**src/rtl/alarm_key_entry.sv**
```systemverilog
// Keypad entry for the alarm clock: collects four BCD digits, range-checks them
// as HH:MM on an ALARM/TIME command and strobes the matching load.
module alarm_key_entry #(
   parameter int unsigned TIMEOUT_SECS = 10
) (
   input  logic       clock,
   input  logic       reset,
   input  logic [3:0] key,
   input  logic       key_valid,
   input  logic       one_second,
   output logic [3:0] new_alarm_ms_hr,
   output logic [3:0] new_alarm_ls_hr,
   output logic [3:0] new_alarm_ms_min,
   output logic [3:0] new_alarm_ls_min,
   output logic       load_new_alarm,
   output logic       load_new_time,
   output logic       show_new_time,
   output logic       entry_error
);

   localparam int unsigned DIGIT_W = 4;
   localparam int unsigned BUF_W   = 4 * DIGIT_W;
   localparam int unsigned CNT_W   = 3;
   localparam int unsigned TIMER_W = 8;

   localparam logic [0:0] IDLE  = 1'b0;
   localparam logic [0:0] ENTRY = 1'b1;

   localparam logic [DIGIT_W-1:0] KEY_ALARM  = 4'd10;
   localparam logic [DIGIT_W-1:0] KEY_TIME   = 4'd11;
   localparam logic [CNT_W-1:0]   CNT_FULL   = 3'd4;
   localparam logic [TIMER_W-1:0] TIMER_LAST = TIMER_W'(TIMEOUT_SECS - 1);

   logic [0:0]         state, state_next;
   logic [BUF_W-1:0]   buf_q, buf_next;
   logic [CNT_W-1:0]   digit_count, count_next;
   logic [TIMER_W-1:0] timer, timer_next;
   logic               load_alarm_next, load_time_next, error_next, show_next;
   logic               key_is_digit, key_is_cmd, buf_valid;

   assign key_is_digit = (key <= 4'd9);
   assign key_is_cmd   = (key == KEY_ALARM) || (key == KEY_TIME);

   // HH:MM range check on the current buffer: 00:00 .. 23:59
   assign buf_valid = (buf_q[15:12] <= 4'd2) &&
                      (buf_q[11:8] <= ((buf_q[15:12] == 4'd2) ? 4'd3 : 4'd9)) &&
                      (buf_q[7:4] <= 4'd5) &&
                      (buf_q[3:0] <= 4'd9);

   always_ff @(posedge clock or posedge reset) begin
      if (reset) begin
         state          <= IDLE;
         buf_q          <= '0;
         digit_count    <= '0;
         timer          <= '0;
         load_new_alarm <= 1'b0;
         load_new_time  <= 1'b0;
         entry_error    <= 1'b0;
         show_new_time  <= 1'b0;
      end else begin
         state          <= state_next;
         buf_q          <= buf_next;
         digit_count    <= count_next;
         timer          <= timer_next;
         load_new_alarm <= load_alarm_next;
         load_new_time  <= load_time_next;
         entry_error    <= error_next;
         show_new_time  <= show_next;
      end
   end

   // Next-state and next-output logic; a valid key always wins over a tick.
   always_comb begin
      state_next      = state;
      buf_next        = buf_q;
      count_next      = digit_count;
      timer_next      = timer;
      load_alarm_next = 1'b0;
      load_time_next  = 1'b0;
      error_next      = 1'b0;
      case (state)
         IDLE: begin
            if (key_valid && key_is_digit) begin
               buf_next   = {12'd0, key};
               count_next = 3'd1;
               timer_next = '0;
               state_next = ENTRY;
            end
         end
         ENTRY: begin
            if (key_valid && key_is_digit) begin
               buf_next   = {buf_q[11:0], key};
               count_next = (digit_count == CNT_FULL) ? CNT_FULL : digit_count + 3'd1;
               timer_next = '0;
            end else if (key_valid && key_is_cmd) begin
               if ((digit_count == CNT_FULL) && buf_valid) begin
                  load_alarm_next = (key == KEY_ALARM);
                  load_time_next  = (key == KEY_TIME);
               end else begin
                  error_next = 1'b1;
                  buf_next   = '0;
               end
               count_next = '0;
               timer_next = '0;
               state_next = IDLE;
            end else if (one_second && !key_valid) begin
               if (timer == TIMER_LAST) begin
                  buf_next   = '0;
                  count_next = '0;
                  timer_next = '0;
                  state_next = IDLE;
               end else begin
                  timer_next = timer + 8'd1;
               end
            end
         end
         default: state_next = IDLE;
      endcase
      show_next = (state_next == ENTRY);
   end

   assign new_alarm_ms_hr  = buf_q[15:12];
   assign new_alarm_ls_hr  = buf_q[11:8];
   assign new_alarm_ms_min = buf_q[7:4];
   assign new_alarm_ls_min = buf_q[3:0];

endmodule

```
**config.mk**
```make
export PLATFORM = sky130hd
export DESIGN_NAME = alarm_key_entry
export DESIGN_NICKNAME = d
export VERILOG_FILES = /design/src/rtl/alarm_key_entry.sv
export SDC_FILE = /design/constraint.sdc
export NUM_CORES = 1
export LEC_CHECK = 0
export BUFFER_PORTS_ARGS = -buffer_cell sky130_fd_sc_hd__buf_2
export CAP_MARGIN = 0
export CORE_ASPECT_RATIO = 0.5
export CORE_MARGIN = 2
export CORE_UTILIZATION = 50
export DETAILED_ROUTE_END_ITERATION = 8
export MAX_ROUTING_LAYER = met4
export PLACE_DENSITY = 0.74
export SETUP_SLACK_MARGIN = 0.1
export SLEW_MARGIN = 20
export SYNTH_ARGS = -nofsm -noshare
export SYNTH_HDL_FRONTEND = slang
export SYNTH_SLANG_ARGS = --single-unit
```
**constraint.sdc**
```tcl
create_clock -name clock -period 2.3 [get_ports clock]
set_input_delay 0.46 -clock clock [delete_from_list [all_inputs] [get_ports clock]]
set_output_delay 0.46 -clock clock [all_outputs]
set_load 0.005 [all_outputs]
```
# Word level (Yosys, flattened, before mapping)
# Index checks and enable logic that the tools add are counted.
dict set report totals {
  reg_bits 31
  inputBits 8
  output_inout_bits 20
  word_cells 75
}
dict set report op_classes {
  addsub 2
  n_lt_le_gt_ge 5
  n_eq_ne 9
  mux 39
  bitwise 1
  reduce_logical 12
}
# op n
set op_table {}
lappend op_table {{2-to-1 mux 16 bit} 6}
lappend op_table {{2-to-1 mux 8 bit} 5}
lappend op_table {{one-hot mux 16 bit (2 select lines)} 1}
lappend op_table {{2-to-1 mux 3 bit} 6}
lappend op_table {{2-to-1 mux 1 bit} 17}
lappend op_table {{one-hot mux 8 bit (2 select lines)} 1}
lappend op_table {{adder 8 x 1 -> 8 bit (second input constant)} 1}
lappend op_table {{== test 4 bit (second input constant)} 2}
lappend op_table {{== test 8 x 4 -> 1 bit (second input constant)} 1}
lappend op_table {{less-or-equal comparator 4 bit (second input constant)} 2}
lappend op_table {{!= test 4 x 1 -> 1 bit (second input constant)} 2}
lappend op_table {{logical AND 1 bit} 7}
lappend op_table {{one-hot mux 3 bit (2 select lines)} 1}
lappend op_table {{== test 4 x 2 -> 1 bit (second input constant)} 1}
lappend op_table {{less-or-equal comparator 4 x 2 -> 1 bit (second input constant)} 1}
lappend op_table {{less-or-equal comparator 4 x 3 -> 1 bit (second input constant)} 1}
lappend op_table {{less-or-equal comparator 4 bit} 1}
lappend op_table {{2-to-1 mux 4 bit} 1}
lappend op_table {{!= test 4 bit (second input constant)} 1}
lappend op_table {{AND reduction 4 bit} 1}
lappend op_table {{adder 3 x 1 -> 3 bit (second input constant)} 1}
lappend op_table {{== test 3 bit (second input constant)} 1}
lappend op_table {{AND reduction 3 bit} 1}
lappend op_table {{!= test 2 bit (second input constant)} 1}
lappend op_table {{5 further kinds} 5}

# Depth between registers and ports, before layout
# Gate-level depths: netlist of run 1.
dict set report depth {
  ltp_word 11
  ltp_mapped 8
}

# Worst setup path after synthesis of run 1
# OpenSTA, ideal clock, no wires.
dict set report synth_timing {
  path_type {reg2reg}
  startpoint {register timer[0]}
  endpoint {register digit_count[2]}
  setup_time_ns 0.126
  arrival_ns 1.633
  t_required_ns 2.174
  setup_slack_ns 0.542
  stages_incl_launch_ff 8
  synth_period_minus_slack_ns 1.758
  path_cell_list {dfrtp_1 > ha_1 > nor4b_2 > a221o_2 > nor3b_2 > buf_2 > a21oi_1 > a21oi_1}
}
dict set report synth_between {
  elab_chain_cells 3
}
# element line_no
set synth_lines {}
lappend synth_lines {{start, declared} 37} ;# logic [TIMER_W-1:0] timer, timer_next;
lappend synth_lines {{start signal, assigned} 64} ;# timer <= timer_next;
lappend synth_lines {{== test 8 x 4 -> 1 bit} 107} ;# if (timer == TIMER_LAST) begin
lappend synth_lines {{!= test 4 x 1 -> 1 bit (no source line)} -}
lappend synth_lines {{AND reduction 3 bit (no source line)} -}
lappend synth_lines {{end signal, assigned} 63} ;# digit_count <= count_next;
lappend synth_lines {{end, declared} 36} ;# logic [CNT_W-1:0] digit_count, count_next;
# No other way between the ends.
# A chain may end at the register's enable or synchronous reset.

# Final worst setup path of run 1
dict set report layout_timing {
  startpoint {register timer[1]}
  endpoint {register buf_q[14]}
}
dict set report layout_between {
  elab_chain_cells 3
}
# element line_no
set layout_lines {}
lappend layout_lines {{== test 8 x 4 -> 1 bit} 107}
lappend layout_lines {{!= test 4 x 1 -> 1 bit (no source line)} -}
lappend layout_lines {{AND reduction 4 bit (no source line)} -}
lappend layout_lines {{end signal, assigned} 62} ;# buf_q <= buf_next;
lappend layout_lines {{end, declared} 35} ;# logic [BUF_W-1:0] buf_q, buf_next;
# No other way between the ends.

==> results of run 1 <==
[flip-flops by register name (all words and copies together), names as in the netlist]
signal,flops
buf_q,16
timer,8
digit_count,3
entry_error,1
load_new_alarm,1
load_new_time,1
state,1
[layer usage]
layer  vias up  track usage (%)
met5         -                -
met4         0             6.78
met3         7             8.91
met2        31             29.4
met1       550             29.4
li1        552                -
[synth_stat cells (all sizes together), types with 2 or more instances]
| cell | n |
|---|---|
| a21oi | 6 |
| a22o | 15 |
| buf | 3 |
| clkbuf | 2 |
| dfrtp | 31 |
| ha | 4 |
| inv | 7 |
| nand2 | 10 |
| nand3 | 5 |
| nand4 | 2 |
| nor2 | 11 |
| nor3 | 3 |
| nor3b | 2 |
| nor4 | 3 |
| o21ai | 7 |
| o31ai | 3 |
| xnor2 | 5 |
[where the power goes]
group	internal (mW)	switching, mW	total (mW)
sequential	0.644	0.0969	0.741
clock	0.350	0.203	0.554
combinational	0.166	0.160	0.325
[area by class of cell]
type | instances | area [um^2] | area share (%)
clock buffer | 6 | 82.6 | 4.76
clock inverter | 2 | 35.0 | 2.02
inverter | 7 | 26.3 | 1.51
multi-input combinational | 90 | 606 | 34.9
sequential | 31 | 776 | 44.7
tap | 37 | 46.3 | 2.67
timing repair buffer | 31 | 165 | 9.51
[stage by stage]
stage | setup WS [ns] | utilization (%) | total power, mW
floorplan | 0.542 | - | 0.929
global placement | 0.430 | 60.7 | 1.05
detailed placement | 0.364 | 60.7 | 1.07
CTS | 0.352 | 65.1 | 1.64
global route | 0.161 | 65.1 | 1.71
finish | 0.368 | 65.1 | 1.62
[cell families after synthesis]
kind of cell / count (synthesis) / share of synthesized area [%]
adders and majority gates: 4 / 3.48
and+or+nand+nor: 45 / 17.5
buffers and inverters: 12 / 3.83
xor gates and xnor gates: 5 / 3.05
DFF: 31 / 54.0
AOI/OAI and AO/OA: 36 / 18.1
[worst max-delay path: stages, from the launching register on]
cell	delay [ns]
dfrtp_1	0.40
inv_1	0.09
ha_1	0.14
nor4b_2	0.24
a221o_2	0.25
nor3b_2	0.22
nand2_2	0.21
a22o_1	0.28
[path summary, 6_finish.rpt]
kind	to	slack, ns	depth (start not counted)
hold reg to reg	buf_q[4]	0.53	1
hold / removal	timer[5]	0.24	3
setup / recovery	buf_q[14]	0.37	7
setup reg to reg	buf_q[14]	0.37	7
max in group asynchronous	buf_q[11]	1.78	3
min in group clock	load_new_alarm	0.37	2
==> flow_summary_export.csv, run 1 <==
group,metric,value,unit
run_status,outcome,"completed",
timing,final_hold_viol_count,0,
power_and_ir_drop,ir_worst_vdd,0.000466,V
logic_synthesis,syn_area,1440,um^2
final_layout,layout_common_cells,"dfrtp_1, buf_2, a22o_1",
worst_setup_path,critPathLaunch,"timer[1]",
logic_synthesis,syn-num-nets,145,
timing,finalCritPeriodShare,84.0,%
clocking,cts_buffers,5,
run,maxCapViolCount,0,
placed_design,hpwl,2130,um
worst_setup_path,crit_arrival,2.10,ns
logic_synthesis,synth-main-ff-cell,"dfrtp_1",
worst_setup_path,reg2reg_from,"timer[1]",
drt,via_count,1140,
logic_synthesis,synth_warnings,0,
worst_setup_path,critPathKind,"reg -> reg",
final_layout,antenna_cells,0,
drt,dr.pass1.iters,4,
clocking,postCtsHoldBufs,0,
clocking,cts_tree,"done",
global_route,grt_first_pass_wirelength,5230,um
die,num_rows,13,
placed_design,placed_cell_area,1620,um^2
die,initial_core_util,53.8,%
drt,drc,0,
logic_synthesis,syn_inst,133,
clocking,clock_latency,0.28,ns
drt,routedWlPerCell,14.9,um
die,core_area,2670,um^2
timing,slew_violations,0,
global_route,grt_pass1_vias,1067,
hold_path,hold_class,"in -> async",
worst_setup_path,cp_max_fo,15,
logic_synthesis,synth_cell_type_count,34,
placed_design,dp.cells,196,
clocking,postCtsResizedCells,0,
drt,antenna_left,0,
timing,clock-skew-final,0.00530,ns
global_route,grt_usage,21.6,%
logic_synthesis,synth_edf_count,0,
drt,drt_wl_total,3050,um
drt,met3_length,171,um
clocking,clock-sinks,31,
placed_design,io_buffers,27,
final_layout,nets,178,
drt,wl_met2,1350,um
clocking,postCtsSetupBuffers,0,
logic_synthesis,ys_top_cells_by_area,"dfrtp_1, a22o_1, ha_1, xnor2_1, nor2_1",
final_layout,fin_cells,204,
drt,drtIter0Drc,57,
logic_synthesis,yosysSeqAreaShare,54.0,%
final_layout,n_fill_cell,217,
logic_synthesis,syn_avg_cell_area,10.8,um^2
die,die_h,41.9,um
clocking,clockBufferDepth,2,
drt,drt-vias-per-instance,5.59,
final_layout,fin_area,1740,um^2
timing,slew_headroom,66.3,%
global_route,grt_remaining_overflow,0,
timing,rsz0062_at_grt,"no",
die,design.die.area,3340,um^2
clocking,clockRootBuffer,"clkbuf_8",
timing,setup_viol,0,
final_layout,drive_above_1_share,26.3,%
final_layout,final_common_cell,"dfrtp_1",
drt,met1_length,1480,um
global_route,grt_antenna_before_repair,0,
power_and_ir_drop,power.density,933,nW/um^2
logic_synthesis,yosysTopAreaCell,"dfrtp_1",
global_route,grt_max_degree,32,
power_and_ir_drop,cellLeakagePower,0.858,nW
timing,tightest_slew,0.505,ns
die,io_pins,28,
worst_setup_path,crit_path_end_kind,"register",
timing,hold-worst-slack,0.240,ns
final_layout,area_delta_synth_final,20.9,%
timing,tns,0,ns
logic_synthesis,synthArstFlopShare,100,%
worst_setup_path,cp-start-kind,"register",
worst_setup_path,cp.required,2.47,ns
timing,fin_crit,1.93,ns
clocking,clk_pin_slew,0.07,ns
die,die_w,79.8,um
placed_design,gp_congestion,0.807,
clocking,cts-htree-levels,2,
drt,top_layer_used,"met4",
logic_synthesis,ys_ff_latch,31,
logic_synthesis,post-synth-top-area-fraction,54.0,%
timing,fmax,0.518,GHz
No activity file was read; power rests on OpenSTA's default activity.
==> run 2, diff against run 1 <==
==> constraint.sdc (replaced) <==
create_clock -name clock -period 1.9 [get_ports clock]
set_input_delay 0.38 -clock clock [delete_from_list [all_inputs] [get_ports clock]]
set_output_delay 0.38 -clock clock [all_outputs]
set_load 0.005 [all_outputs]
==> run 2 against run 1 <==
Non-clock buffer count up 14. Cell area up 9.2%. Worst hold slack worse by 0.083 ns. Clock skew about the same. Die area unchanged. Critical path type unchanged. Clock power up 21%. Critical path depth unchanged.
==> flow_summary_export.csv, run 2 (synthesis gave the netlist of run 1 again) <==
group,metric,value,unit
worst_setup_path,critPathLaunch,"timer[1]",
clocking,postCtsHoldBufs,0,
timing,fmax,0.543,GHz
placed_design,placed_cell_area,1690,um^2
worst_setup_path,path_depth,7,
power_and_ir_drop,cellLeakagePower,0.941,nW
final_layout,final_common_cell,"dfrtp_1",
final_layout,area_delta_synth_final,32.1,%
worst_setup_path,cp.required,2.07,ns
worst_setup_path,cp_max_fo,7,
run_status,outcome,"completed",
die,die_h,41.9,um
worst_setup_path,slowest_stage,"dfrtp_1",
worst_setup_path,reg2reg_to,"buf_q[14]",
clocking,clk_pin_slew,0.07,ns
final_layout,drive_above_1_share,35.2,%
clocking,cts_tree,"done",
timing,fin_crit,1.84,ns
run,maxCapViolCount,0,
drt,drc,0,
worst_setup_path,reg2reg_from,"timer[1]",
timing,final_hold_viol_count,0,
global_route,met2_usage,34.5,%
drt,routedWlPerCell,15.2,um
global_route,grt_remaining_overflow,0,
die,core_area,2670,um^2
clocking,cts_buffers,5,
die,initial_core_util,53.8,%
die,die_w,79.8,um
placed_design,hpwl,2160,um
final_layout,largest-register,"buf_q",
global_route,gr-usage-met3,7.17,%
worst_setup_path,cp-start-kind,"register",
global_route,grt_pass1_vias,1110,
worst_setup_path,cp_top_family,"simple AND/OR/NAND/NOR gates",
worst_setup_path,path_buf_inv,1,
drt,drt-vias-per-instance,5.64,
final_layout,top_regs,"buf_q (16), timer (8), digit_count (3)",
placed_design,gp_congestion,0.870,
final_layout,layout_common_cells,"dfrtp_1, buf_2, buf_4",
timing,rsz0062_at_grt,"yes",
drt,drtIter0Drc,41,
final_layout,largest_reg_flops,16,
global_route,grt_antenna_before_repair,0,
global_route,grt_usage,22.7,%
clocking,clockBufferDepth,2,
die,design.die.area,3340,um^2
worst_setup_path,reg2reg_depth,7,
global_route,grt-busiest-layer,"met2",
worst_setup_path,crit_arrival,2.02,ns
drt,antenna_left,0,
final_layout,fin_area,1900,um^2
timing,clock-skew-final,0.00532,ns
worst_setup_path,rrSetupSlack,0.06,ns
clocking,clockRootBuffer,"clkbuf_8",
hold_path,hold_class,"in -> async",
timing,tns,0,ns
drt,dr.pass1.iters,4,
clocking,clock_latency,0.28,ns
timing,slew_headroom,66.7,%
final_layout,nets,193,
worst_setup_path,endpoint,"buf_q[14]",
timing,tightest_slew,0.499,ns
worst_setup_path,crit_path_end_kind,"register",
timing,setup_viol,0,
die,num_rows,13,
worst_setup_path,crit_chain,"inv_2, ha_4, nor4b_4, a221o_2, nor3b_4, nand2_2, a22o_1",
clocking,clock-sinks,31,
drt,via_count,1236,
clocking,cts-htree-levels,2,
timing,slew_violations,0,
global_route,grt_first_pass_wirelength,5460,um
power_and_ir_drop,ir_worst_vdd,0.000529,V
worst_setup_path,critPathKind,"reg -> reg",
placed_design,io_buffers,27,
global_route,grt_max_degree,32,
die,io_pins,28,
worst_setup_path,slowest_delay,0.39,ns
timing,hold-worst-slack,0.158,ns
drt,drt_wl_total,3320,um
power_and_ir_drop,power.density,1060,nW/um^2
global_route,grt_util_met1,29.9,%
timing,finalCritPeriodShare,97.0,%
final_layout,antenna_cells,0,
==> run 2: what timing repair did <==
item	in CTS	in global routing
endpoints found under the setup margin	26	22
gates cloned	1	0
setup buffers	4	1
pin swaps	11	12
gates resized for setup	9	1
endpoints found under the hold margin	0	0
==> run 2: worst min path at each step <==
stage          cells past startpoint        endpoint    from  slack, ns
3_5_place_dp                       3        timer[2]   reset       0.47
6_report                           3        timer[1]   reset       0.16
2_1_floorplan                      1  load_new_alarm  key[0]       0.45
5_1_grt                            3        timer[6]   reset       0.23
4_1_cts                            3        timer[1]   reset       0.17
3_3_place_gp                       3        timer[2]   reset       0.47
==> run 2: cell type report <==
| class | count | area [um^2] |
|---|---|---|
| flip-flops and latches | 31 | 776 |
| fillers | 187 | 771 |
| multi-input cells | 91 | 657 |
| repair buffers | 45 | 274 |
| clock buffers | 6 | 82.6 |
| well taps | 37 | 46.3 |
| clock inverters | 2 | 35.0 |
| inverters | 7 | 26.3 |
==> run 2: worst reg2reg max path: cells and delay by family (launching register included) <==
| family | cells | cell delay, ns |
|---|---|---|
| buf+inv | 1 | 0.09 |
| flops | 1 | 0.39 |
| fa+ha+maj | 1 | 0.12 |
| simple gates | 3 | 0.68 |
| compound gates | 2 | 0.45 |
==> run 2: report_power, final <==
group	total (mW)	switching (mW)	internal [mW]
registers	0.895	0.115	0.780
logic	0.439	0.206	0.233
clock network	0.671	0.247	0.424
total	2.00	0.568	1.44
==> run 2: through the flow <==
| step | power (mW) | setup WS [ns] | utilization [%] | instances |
|---|---|---|---|---|
| after floorplan | 1.12 | 0.142 | - | 133 |
| after global placement | 1.29 | -0.364 | 63.2 | 205 |
| after detailed placement | 1.31 | -0.440 | 63.2 | 205 |
| after CTS | 2.00 | 0.0753 | 70.6 | 218 |
| after global routing | 2.12 | -0.0221 | 71.1 | 219 |
| final | 2.00 | 0.0570 | 71.1 | 219 |
==> run 2: layer usage <==
metal,vias up,part of all wire [%]
li1,584,-
met1,605,44
met2,41,48
met3,6,6.7
met4,0,0.78
met5,-,0
==> run 3, diff against run 2 <==
--- a/config.mk
+++ b/config.mk
@@ -5,14 +5,15 @@
 export SDC_FILE = /design/constraint.sdc
 export NUM_CORES = 1
 export LEC_CHECK = 0
+export ABC_AREA = 1
 export BUFFER_PORTS_ARGS = -buffer_cell sky130_fd_sc_hd__buf_2
 export CAP_MARGIN = 0
-export CORE_ASPECT_RATIO = 0.5
+export CORE_ASPECT_RATIO = 2
 export CORE_MARGIN = 2
 export CORE_UTILIZATION = 50
 export DETAILED_ROUTE_END_ITERATION = 8
 export MAX_ROUTING_LAYER = met4
-export PLACE_DENSITY = 0.74
+export PLACE_DENSITY = 0.73
 export SETUP_SLACK_MARGIN = 0.1
 export SLEW_MARGIN = 20
 export SYNTH_ARGS = -nofsm -noshare
==> run 3 against run 2 <==
Clock skew shrank 0.0023 ns. Fmax grew 21%. Global-route usage shrank 3.3 points. Routed wire length grew 1.1%.
==> flow_summary_export.csv, run 3 <==
group,metric,value,unit
clocking,clockBufferDepth,2,
drt,routedWlPerCell,12.0,um
clocking,clockRootBuffer,"clkbuf_8",
logic_synthesis,syn_area,1730,um^2
run_status,outcome,"completed",
global_route,grt_first_pass_wirelength,5460,um
timing,hold-worst-slack,0.166,ns
final_layout,area_delta_synth_final,12.3,%
logic_synthesis,synth_warnings,0,
worst_setup_path,cp-start-kind,"register",
die,core_area,3340,um^2
drt,top_layer_used,"met4",
timing,setup_viol,0,
global_route,grt_pass1_vias,1280,
clocking,cts-htree-levels,2,
logic_synthesis,yosysSeqAreaShare,44.9,%
die,design.die.area,3970,um^2
die,die_w,45.6,um
placed_design,placed_cell_area,1850,um^2
worst_setup_path,path_common_cell,"nand2_1",
die,die_h,87.1,um
timing,fmax,0.656,GHz
final_layout,largest_reg_flops,16,
timing,fin_ws,0.375,ns
global_route,grt_remaining_overflow,0,
final_layout,top_regs,"buf_q (16), timer (8), digit_count (3)",
clocking,clock_latency,0.28,ns
drt,antenna_left,0,
logic_synthesis,post-synth-top-area-fraction,44.9,%
logic_synthesis,ys_top_cells_by_area,"dfrtp_1, nand2_1, nand2_2, inv_1, nor2_1",
clocking,clk_pin_slew,0.06,ns
logic_synthesis,synthArstFlopShare,100,%
drt,dr.pass1.iters,4,
placed_design,io_buffers,27,
global_route,grt_usage,19.4,%
drt,met1_length,1220,um
logic_synthesis,syn-num-nets,229,
timing,fin_crit,1.53,ns
worst_setup_path,crit_path_end_kind,"register",
placed_design,pre_cts_slack,0.259,ns
logic_synthesis,ys_ff_latch,31,
worst_setup_path,path_buf_inv,1,
final_layout,antenna_cells,0,
worst_setup_path,crit_chain,"inv_1, ha_1, nand3_1, o21ai_2, nor2_2, nor2_4, nand2_4, nand2_1, nand2_1",
power_and_ir_drop,cellLeakagePower,1.11,nW
timing,rsz0062_at_grt,"no",
die,initial_core_util,51.7,%
timing,clock-skew-final,0.00307,ns
logic_synthesis,syn_avg_cell_area,7.96,um^2
worst_setup_path,slowest_delay,0.41,ns
clocking,postCtsHoldBufs,0,
timing,tightest_slew,0.404,ns
timing,finalCritPeriodShare,80.3,%
worst_setup_path,reg2reg_depth,9,
final_layout,fin_area,1940,um^2
final_layout,largest-register,"buf_q",
final_layout,final_common_cell,"nand2_1",
clocking,postCtsSetupBuffers,0,
worst_setup_path,cp.required,2.07,ns
worst_setup_path,critPathKind,"reg -> reg",
placed_design,gp_congestion,0.833,
drt,via_count,1414,
worst_setup_path,slowest_stage,"dfrtp_1",
global_route,grt_max_degree,32,
logic_synthesis,syn_inst,217,
timing,final_hold_viol_count,0,
drt,drt_wl_total,3360,um
worst_setup_path,reg2reg_from,"timer[1]",
drt,drtIter0Drc,19,
power_and_ir_drop,ir_worst_vdd,0.000627,V
power_and_ir_drop,power.density,1100,nW/um^2
timing,tns,0,ns
logic_synthesis,synth_cell_type_count,25,
clocking,cts_tree,"done",
worst_setup_path,cp_max_fo,16,
final_layout,n_fill_cell,327,
worst_setup_path,rrSetupSlack,0.37,ns
worst_setup_path,crit_arrival,1.70,ns
logic_synthesis,yosysTopAreaCell,"dfrtp_1",
clocking,clock-sinks,31,
hold_path,hold_class,"in -> async",
drt,drc,0,
drt,drt-vias-per-instance,5.03,
drt,wl_met2,2000,um
timing,slew_headroom,73.0,%
clocking,postCtsResizedCells,0,
worst_setup_path,cp_top_family,"simple AND/OR/NAND/NOR gates",
clocking,cts_buffers,5,
timing,slew_violations,0,
drt,met3_length,87,um
final_layout,drive_above_1_share,28.9,%
final_layout,nets,261,
worst_setup_path,critPathLaunch,"timer[1]",
worst_setup_path,reg2reg_to,"buf_q[1]",
logic_synthesis,synth-main-ff-cell,"dfrtp_1",
run,maxCapViolCount,0,
logic_synthesis,ys_top_cells_by_count,"nand2_1, dfrtp_1, inv_1, nand2_2, nor2_1",
logic_synthesis,yosysMostFrequentCell,"nand2_1",
logic_synthesis,synth_edf_count,0,
final_layout,area.sequential,776,um^2
die,io_pins,28,
power_and_ir_drop,p_total,2.13,mW
placed_design,hpwl,2590,um
final_layout,layout_common_cells,"nand2_1, dfrtp_1, buf_2",
final_layout,multi_input_area,785,um^2
die,num_rows,30,
global_route,grt_antenna_before_repair,0,
## run 3: cell count changes after synthesis, moves of 5 or more
| cell | delta |
|---|---|
| a22o_1 | -15 |
| inv_1 | +19 |
| nand2_1 | +58 |
| nand2_2 | +23 |
| nand3_1 | +9 |
| nor2_1 | +10 |
| xnor2_1 | -5 |
## run 3: kinds of logic (layout without fill, tap and decap cells)
kind of cell	Yosys count	in the layout	share of synthesized area, %
adders and majority gates	4	4	2.90
buffers and inverters	31	63	9.64
AOI/OAI and AO/OA	13	13	5.15
and+or+nand+nor	138	138	37.4
DFF	31	31	44.9
## run 3: area by class of cell
class / instances / share of cell area [%]
multi-input combinational: 155 / 40.5
sequential: 31 / 40.0
tap: 32 / 2.06
inverter: 27 / 5.23
timing repair buffer: 29 / 7.74
clock buffer: 6 / 4.26
clock inverter: 1 / 0.258
## run 3: worst max-delay path by stage
| stage | cells after the start | slack (ns) | endpoint |
|---|---|---|---|
| floorplan | 10 | 0.41 | buf_q[10] |
| global placement | 10 | 0.26 | digit_count[0] |
| detailed placement | 10 | 0.26 | digit_count[0] |
| CTS | 9 | 0.37 | buf_q[1] |
| global route | 10 | 0.22 | buf_q[1] |
| finish | 9 | 0.37 | buf_q[1] |
## run 3: report_power, final
part           leakage (nW)  internal, mW  switching [mW]
registers             0.389         0.833           0.176
clock network        0.0470         0.283           0.228
logic                 0.675         0.270           0.334
## run 3: stage by stage
stage          utilization [%]  instances
4_1_cts                   58.1        281
3_5_place_dp              55.4        274
3_3_place_gp              55.4        274
5_1_grt                   58.1        281
2_1_floorplan                -        217
6_report                  58.1        281
## run 3: worst register-to-register path, stage by stage (launching register included)
cell and delay, ns:
dfrtp_1 0.41, inv_1 0.09, ha_1 0.14, nand3_1 0.09
o21ai_2 0.18, nor2_2 0.07, nor2_4 0.13, nand2_4 0.16
nand2_1 0.11, nand2_1 0.05
## run 3: layer usage
metal / GRT usage, % / vias up
met2: 36.4 / 24
li1: - / 729
met1: 17.5 / 655
met5: - / -
met3: 3.73 / 6
met4: 8.02 / 0
